===== config.mk =====
export PLATFORM = sky130hd
export DESIGN_NAME = bip2_control_unit
export DESIGN_NICKNAME = d
export VERILOG_FILES = /design/src/rtl/bip2_pkg.sv /design/src/rtl/bip2_decoder.sv /design/src/rtl/bip2_control_unit.sv
export SDC_FILE = /design/constraint.sdc
export NUM_CORES = 1
export LEC_CHECK = 0
export CORE_MARGIN = 4
export CORE_UTILIZATION = 46
export DETAILED_ROUTE_END_ITERATION = 7
export GPL_TIMING_DRIVEN = 0
export PLACE_DENSITY = 0.8
export SLEW_MARGIN = 20
export SYNTH_ARGS = -nofsm -noshare
export SYNTH_HDL_FRONTEND = slang
export SYNTH_HIERARCHICAL = 1
export SYNTH_SLANG_ARGS = --single-unit

===== constraint.sdc =====
create_clock -name clk -period 2.3 [get_ports clk]
set_input_delay 0.46 -clock clk [delete_from_list [all_inputs] [get_ports clk]]
set_output_delay 0.46 -clock clk [all_outputs]
set_load 0.02 [all_outputs]

===== src/rtl/bip2_pkg.sv =====
// bip2_pkg: shared definitions for the BIP-2 control unit.
//   - datapath / opcode widths
//   - FSM state encoding
//   - opcode values, accumulator-source and branch-condition encodings
//   - decoded control word and the branch-condition evaluator
package bip2_pkg;

   localparam int BIP2_ADDR_W  = 11;
   localparam int BIP2_OPC_W   = 5;
   localparam int BIP2_INSTR_W = BIP2_OPC_W + BIP2_ADDR_W;

   typedef enum logic [2:0] {
      ST_FETCH     = 3'd0,
      ST_DECODE    = 3'd1,
      ST_EXECUTE   = 3'd2,
      ST_WRITEBACK = 3'd3,
      ST_HALT      = 3'd4
   } state_t;

   localparam logic [BIP2_OPC_W-1:0] OP_HLT  = 5'h00;
   localparam logic [BIP2_OPC_W-1:0] OP_STO  = 5'h01;
   localparam logic [BIP2_OPC_W-1:0] OP_LD   = 5'h02;
   localparam logic [BIP2_OPC_W-1:0] OP_LDI  = 5'h03;
   localparam logic [BIP2_OPC_W-1:0] OP_ADD  = 5'h04;
   localparam logic [BIP2_OPC_W-1:0] OP_ADDI = 5'h05;
   localparam logic [BIP2_OPC_W-1:0] OP_SUB  = 5'h06;
   localparam logic [BIP2_OPC_W-1:0] OP_SUBI = 5'h07;
   localparam logic [BIP2_OPC_W-1:0] OP_BEQ  = 5'h08;
   localparam logic [BIP2_OPC_W-1:0] OP_BNE  = 5'h09;
   localparam logic [BIP2_OPC_W-1:0] OP_BGT  = 5'h0A;
   localparam logic [BIP2_OPC_W-1:0] OP_BGE  = 5'h0B;
   localparam logic [BIP2_OPC_W-1:0] OP_BLT  = 5'h0C;
   localparam logic [BIP2_OPC_W-1:0] OP_BLE  = 5'h0D;
   localparam logic [BIP2_OPC_W-1:0] OP_JMP  = 5'h0E;

   localparam logic [1:0] ACC_SRC_ALU = 2'd0;
   localparam logic [1:0] ACC_SRC_MEM = 2'd1;
   localparam logic [1:0] ACC_SRC_IMM = 2'd2;

   // Condition codes equal the low three opcode bits of BEQ..BLE.
   localparam logic [2:0] BR_EQ = 3'd0;
   localparam logic [2:0] BR_NE = 3'd1;
   localparam logic [2:0] BR_GT = 3'd2;
   localparam logic [2:0] BR_GE = 3'd3;
   localparam logic [2:0] BR_LT = 3'd4;
   localparam logic [2:0] BR_LE = 3'd5;

   typedef struct packed {
      logic       alu_sub;      // ALU subtracts
      logic       alu_src_imm;  // ALU operand2 is the IR operand
      logic [1:0] acc_src;      // accumulator source select
      logic       wb;           // instruction needs a WRITEBACK cycle
      logic       set_flags;    // WRITEBACK latches Z/N
      logic       mem_rd;       // data read in EXECUTE
      logic       mem_wr;       // data write in EXECUTE
      logic       branch;       // conditional branch
      logic [2:0] br_cond;      // condition code for branch
      logic       jump;         // unconditional jump
      logic       halt;         // HLT
   } ctrl_t;

   function automatic logic branch_taken(input logic [2:0] cond,
                                         input logic       z,
                                         input logic       n);
      case (cond)
         BR_EQ:   branch_taken = z;
         BR_NE:   branch_taken = !z;
         BR_GT:   branch_taken = !z && !n;
         BR_GE:   branch_taken = !n;
         BR_LT:   branch_taken = n;
         BR_LE:   branch_taken = n || z;
         default: branch_taken = 1'b0;
      endcase
   endfunction

endpackage


===== src/rtl/bip2_decoder.sv =====
// bip2_decoder: combinational opcode -> control word.
//   i_opcode  in   opcode field of the instruction register
//   o_ctrl    out  decoded control word (ALU op, source selects,
//                  memory strobes, branch/jump/halt, condition code)
// Unlisted opcodes decode to an all-zero word, i.e. NOP.
module bip2_decoder
   import bip2_pkg::*;
(
   input  logic [BIP2_OPC_W-1:0] i_opcode,
   output ctrl_t                 o_ctrl
);

   always_comb begin
      o_ctrl = '0;
      case (i_opcode)
         OP_HLT:  o_ctrl.halt = 1'b1;
         OP_STO:  o_ctrl.mem_wr = 1'b1;
         OP_LD: begin
            o_ctrl.mem_rd  = 1'b1;
            o_ctrl.wb      = 1'b1;
            o_ctrl.acc_src = ACC_SRC_MEM;
         end
         OP_LDI: begin
            o_ctrl.wb      = 1'b1;
            o_ctrl.acc_src = ACC_SRC_IMM;
         end
         OP_ADD, OP_SUB: begin
            o_ctrl.mem_rd    = 1'b1;
            o_ctrl.wb        = 1'b1;
            o_ctrl.set_flags = 1'b1;
            o_ctrl.acc_src   = ACC_SRC_ALU;
            o_ctrl.alu_sub   = (i_opcode == OP_SUB);
         end
         OP_ADDI, OP_SUBI: begin
            o_ctrl.wb          = 1'b1;
            o_ctrl.set_flags   = 1'b1;
            o_ctrl.alu_src_imm = 1'b1;
            o_ctrl.acc_src     = ACC_SRC_ALU;
            o_ctrl.alu_sub     = (i_opcode == OP_SUBI);
         end
         OP_BEQ, OP_BNE, OP_BGT, OP_BGE, OP_BLT, OP_BLE: begin
            o_ctrl.branch  = 1'b1;
            o_ctrl.br_cond = i_opcode[2:0];
         end
         OP_JMP:  o_ctrl.jump = 1'b1;
         default: ;
      endcase
   end

endmodule


===== src/rtl/bip2_control_unit.sv =====
// bip2_control_unit: multi-cycle FETCH/DECODE/EXECUTE/WRITEBACK sequencer
// for the BIP-2 datapath. Owns PC, IR and the latched Z/N flags.
//   clk, rst          clock; synchronous active-high reset
//   instr_addr_o/rd_o instruction address (PC) and read strobe
//   instr_data_i      instruction word, valid the cycle after the read
//   data_addr_o       data address (IR operand)
//   data_rd_o/wr_o    data memory read / write strobes
//   operand_o         IR operand (immediate / branch target)
//   alu_operation_o   0 = add, 1 = sub
//   alu_src_imm_o     ALU operand2: 1 = operand_o, 0 = data memory
//   acc_src_o         0 = ALU, 1 = data memory, 2 = operand_o
//   acc_wr_o          accumulator write enable
//   alu_z_i/alu_n_i   ALU zero / negative, latched on ALU writebacks
//   halted_o          high in HALT
// Build option BIP2_MEM_WAIT_EN adds instr_ready_i / data_ready_i; FETCH and
// the data-memory EXECUTE cycles then hold until the matching ready is high.
module bip2_control_unit
   import bip2_pkg::*;
#(
   parameter int ADDR_W = BIP2_ADDR_W,
   parameter int OPC_W  = BIP2_OPC_W
)(
   input  logic                    clk,
   input  logic                    rst,
   output logic [ADDR_W-1:0]       instr_addr_o,
   output logic                    instr_rd_o,
   input  logic [OPC_W+ADDR_W-1:0] instr_data_i,
   output logic [ADDR_W-1:0]       data_addr_o,
   output logic                    data_rd_o,
   output logic                    data_wr_o,
   output logic [ADDR_W-1:0]       operand_o,
   output logic                    alu_operation_o,
   output logic                    alu_src_imm_o,
   output logic [1:0]              acc_src_o,
   output logic                    acc_wr_o,
   input  logic                    alu_z_i,
   input  logic                    alu_n_i,
   output logic                    halted_o
`ifdef BIP2_MEM_WAIT_EN
   ,
   input  logic                    instr_ready_i,
   input  logic                    data_ready_i
`endif
);

   state_t                  r_state;
   logic [ADDR_W-1:0]       r_pc;
   logic [OPC_W+ADDR_W-1:0] r_ir;
   logic                    r_z;
   logic                    r_n;

   ctrl_t             w_ctrl;
   logic [ADDR_W-1:0] w_operand;
   logic              w_instr_rdy;
   logic              w_data_rdy;
   logic              w_data_op;
   logic              w_take_pc;
   logic              w_run;

   assign w_operand = r_ir[ADDR_W-1:0];

   bip2_decoder u_dec (
      .i_opcode (r_ir[ADDR_W +: OPC_W]),
      .o_ctrl   (w_ctrl)
   );

`ifdef BIP2_MEM_WAIT_EN
   assign w_instr_rdy = instr_ready_i;
   assign w_data_rdy  = data_ready_i;
`else
   assign w_instr_rdy = 1'b1;
   assign w_data_rdy  = 1'b1;
`endif

   assign w_data_op = w_ctrl.mem_rd | w_ctrl.mem_wr;
   // Branches look only at the latched flags, never the live ALU outputs.
   assign w_take_pc = w_ctrl.jump |
                      (w_ctrl.branch & branch_taken(w_ctrl.br_cond, r_z, r_n));

   always_ff @(posedge clk) begin
      if (rst) begin
         r_state <= ST_FETCH;
         r_pc    <= '0;
         r_ir    <= '0;
         r_z     <= 1'b0;
         r_n     <= 1'b0;
      end else begin
         case (r_state)
            ST_FETCH: begin
               if (w_instr_rdy) r_state <= ST_DECODE;
            end
            ST_DECODE: begin
               r_ir    <= instr_data_i;
               r_pc    <= r_pc + ADDR_W'(1);
               r_state <= ST_EXECUTE;
            end
            ST_EXECUTE: begin
               if (w_ctrl.halt) begin
                  r_state <= ST_HALT;
               end else if (w_data_op && !w_data_rdy) begin
                  r_state <= ST_EXECUTE;
               end else if (w_ctrl.wb) begin
                  r_state <= ST_WRITEBACK;
               end else begin
                  if (w_take_pc) r_pc <= w_operand;
                  r_state <= ST_FETCH;
               end
            end
            ST_WRITEBACK: begin
               if (w_ctrl.set_flags) begin
                  r_z <= alu_z_i;
                  r_n <= alu_n_i;
               end
               r_state <= ST_FETCH;
            end
            ST_HALT: r_state <= ST_HALT;
            default: r_state <= ST_FETCH;
         endcase
      end
   end

   // Strobes are decoded from the registered state; masking them with rst
   // keeps an interrupted STO/writeback from committing in the reset cycle.
   assign w_run = ~rst;

   assign instr_addr_o    = r_pc;
   assign instr_rd_o      = w_run & (r_state == ST_FETCH);
   assign data_addr_o     = w_operand;
   assign data_rd_o       = w_run & (r_state == ST_EXECUTE) & w_ctrl.mem_rd;
   assign data_wr_o       = w_run & (r_state == ST_EXECUTE) & w_ctrl.mem_wr;
   assign operand_o       = w_operand;
   // Selects follow IR, so they hold steady from EXECUTE through WRITEBACK.
   assign alu_operation_o = w_ctrl.alu_sub;
   assign alu_src_imm_o   = w_ctrl.alu_src_imm;
   assign acc_src_o       = w_ctrl.acc_src;
   assign acc_wr_o        = w_run & (r_state == ST_WRITEBACK);
   assign halted_o        = w_run & (r_state == ST_HALT);

endmodule


==> flow_summary_export.csv <==
group,metric,value,unit
cts,clock_latency,0.29,ns
drt,drt_iter0_markers,160,
grt,grt_first_pass_wirelength,8.37,mm
worst_setup_path,timing.rr.start,"r_ir[15]",
layout,regArea,646,sq um
worst_setup_path,rr_worst_depth,7,
yosys,syn_inst,248,
worst_setup_path,crit_slowest_cell,"o311a_2",
grt,antenna_found_initial,0,
drt,vias_per_cell,5.41,
placed_design,numPortBuffers,60,
cts,root_buffer,"clkbuf_8",
yosys,async_reset_ff_share,0,%
timing,hold_viol_final,0,
worst_setup_path,rr_endpoint,"instr_addr_o[3]",
cts,htree_levels,2,
floorplan,die_w,72.9,um
pwr,ir_worst_vdd,0.432,mV
yosys,yosysWarnings,6,
run_status,status,"completed",
cts,cts.sinks,32,
layout,drive_above_1_share,21.5,%
yosys,synthFlopType,"dfxtp_1",
timing,worst_pin_slew,0.632,ns
pwr,leakagePower,1.10,nW
grt,grt_pass1_vias,1713,
timing,layout_worst_path_cycle_share,95.8,%
cts,cts-buffers-inserted,5,
drt,dr.pass1.iters,4,
worst_setup_path,worst_path_largest_cell_delay,0.45,ns
drt,routedWlPerCell,14.5,um
floorplan,ios,62,
min_path,hold_depth,2,
yosys,synth_top_area_share,33.0,%
timing,fin_setup_tns,0,ns
yosys,ys_seq_area_share,33.0,%
min_path,min_from,"r_ir[12]",
timing,slew_viol_final,0,
grt,overflow,0,
worst_setup_path,cp_top_family,"simple AND/OR/NAND/NOR gates",
worst_setup_path,worst_ep_arrival_time,2.37,ns
placed_design,dp_hpwl,3.69,mm
worst_setup_path,endpoint_kind,"flip-flop",
run,maxCapViolCount,0,
worst_setup_path,r2r_slack,0.1,ns
yosys,syn_avg_cell_area,7.82,sq um
worst_setup_path,critPathKind,"flip-flop to flip-flop",
layout,num-nets-final,336,
cts,cts_tree,"yes",
cts,ctsHoldBuffers,0,
layout,n_antenna_cell,0,
pwr,power.density,599,nW/um^2
floorplan,fp-row-count,23,
timing,max_slew_margin,57.7,%
layout,multi_input_area,1100,sq um
yosys,ys_seq_elements,32,
worst_setup_path,crit_fanout,9,
timing,fmax,454,MHz
grt,grt_max_degree,11,
timing,fin_crit,2.20,ns
worst_setup_path,worst-path-stages,7,
drt,drc,0,
cts,clkTransAtPathRegs,0.07,ns
worst_setup_path,critPathLaunchType,"flip-flop",
grt,grtUsageTotal,20.1,%
pwr,power,1.66,mW
yosys,synth_cell_type_count,46,
cts,clockBufferDepth,2,
cts,cts_setup_buffers,0,
timing,finalClockSkew,0.00350,ns
min_path,hp-class,"flip-flop to flip-flop",
floorplan,start_util,48.1,%
yosys,synthesis.area,1940,sq um
worst_setup_path,crit_chain,"nand2b_2 -> nor3b_4 -> xor2_1 -> nor3b_2 -> o311a_2 -> nor2_4 -> o32ai_1",
floorplan,die_area,5320,sq um
yosys,synth_edf_count,0,
placed_design,place.gp.congestion,0.810,
layout,fillers,358,
worst_setup_path,crit_buf_inv,0,
floorplan,core-area,4030,sq um
layout,final_common_cell,"clkdlybuf4s50_1",
timing,setup_viol,0,
drt,ant_nets,0,
yosys,synth_nets,269,
floorplan,die_h,72.9,um
drt,vias,1979,
min_path,worstHoldEndpoint,"r_ir[12]",
worst_setup_path,crit_required,2.47,ns
yosys,yosys.area.top_type,"dfxtp_1",
layout,layout_common_cells,"clkdlybuf4s50_1, nand2_1, dfxtp_1, a21oi_1, buf_4",
layout,area_growth,42.5,%
drt,drt-total-wl,5.30,mm
yosys,ys_top_cells_by_area,"dfxtp_1, nand2_1, buf_4",
## where the power goes
part	total, mW	internal (mW)	switching [mW]	leakage [nW]
registers	0.651	0.597	0.0537	0.262
clock network	0.458	0.239	0.219	0.0510
logic	0.547	0.259	0.288	0.785
## area by class of cell
type | count | area share, %
buffer | 39 | 9.55
timing repair buffer | 60 | 21.5
tap | 50 | 2.26
multi-input combinational | 177 | 39.9
clock buffer | 6 | 2.99
clock inverter | 2 | 0.362
sequential | 32 | 23.4
## worst max-delay path by stage
stage	start	to	slack, ns
final	r_ir[15]	instr_addr_o[3]	0.1
after detailed placement	rst	acc_wr_o	-0.41
after floorplan	r_ir[15]	instr_addr_o[10]	0.25
after global placement	rst	acc_wr_o	-0.42
after global routing	r_ir[15]	instr_addr_o[3]	-0.05
after CTS	r_state[1]	data_rd_o	0.02
## routing by layer
layer  part of all wire, %  track usage, %  vias up
met5                     0               0        -
met4                   1.3            6.76        0
met3                   7.3            5.23        7
met2                    49            32.0       66
met1                    43            26.6      909
li1                      -               -      997
## synthesized netlist by cell type (all sizes together) (2+ instances only)
master / n
dfxtp: 32
nand2: 45
nor2: 16
buf: 29
nor4: 4
a211oi: 2
and4b: 2
and2: 3
a21o: 2
a22oi: 6
mux2i: 2
nand3: 5
and3: 2
nor3b: 7
clkbuf: 10
nand2b: 12
o32ai: 9
nor3: 11
o31a: 2
a21oi: 29
or3b: 2
## sequential cells by signal, summed over array words and instances, names as in the netlist
signal,flops
instr_addr_o,11
r_n,1
r_state,3
r_ir,16
r_z,1
## tightest hold or removal path, stage by stage, from the launching register on
cell and delay [ns]:
dfxtp_1 0.31, nand2_1 0.05, a21oi_1 0.05
## what timing repair did
item                                    in CTS  in global routing
cloned                                       0                  0
gates resized for setup                     14                 23
endpoints found under the setup margin      15                 16
pin swaps                                    0                  1
## cells by family (layout without fill, tap and decap cells)
group	Yosys count	count (layout)	share of synthesized area (%)
mux	2	2	1.03
compound gates	58	58	19.6
fa+ha+maj	1	1	0.645
xor+xnor	1	1	0.452
simple gates	115	115	32.0
flops	32	32	33.0
buf+inv	39	107	13.2
## through the flow
step | setup WS, ns | cell area (sq um) | cells | hold slack [ns] | util [%]
after global routing | -0.0526 | 2760 | 366 | 0.487 | 68.6
after global placement | -0.417 | 2600 | 358 | 0.441 | 64.6
after floorplan | 0.247 | 1940 | 248 | 0.433 | -
after detailed placement | -0.415 | 2600 | 358 | 0.447 | 64.6
final | 0.0957 | 2760 | 366 | 0.456 | 68.6
after CTS | 0.0239 | 2710 | 366 | 0.456 | 67.3
(Power assumes the default switching activity.)
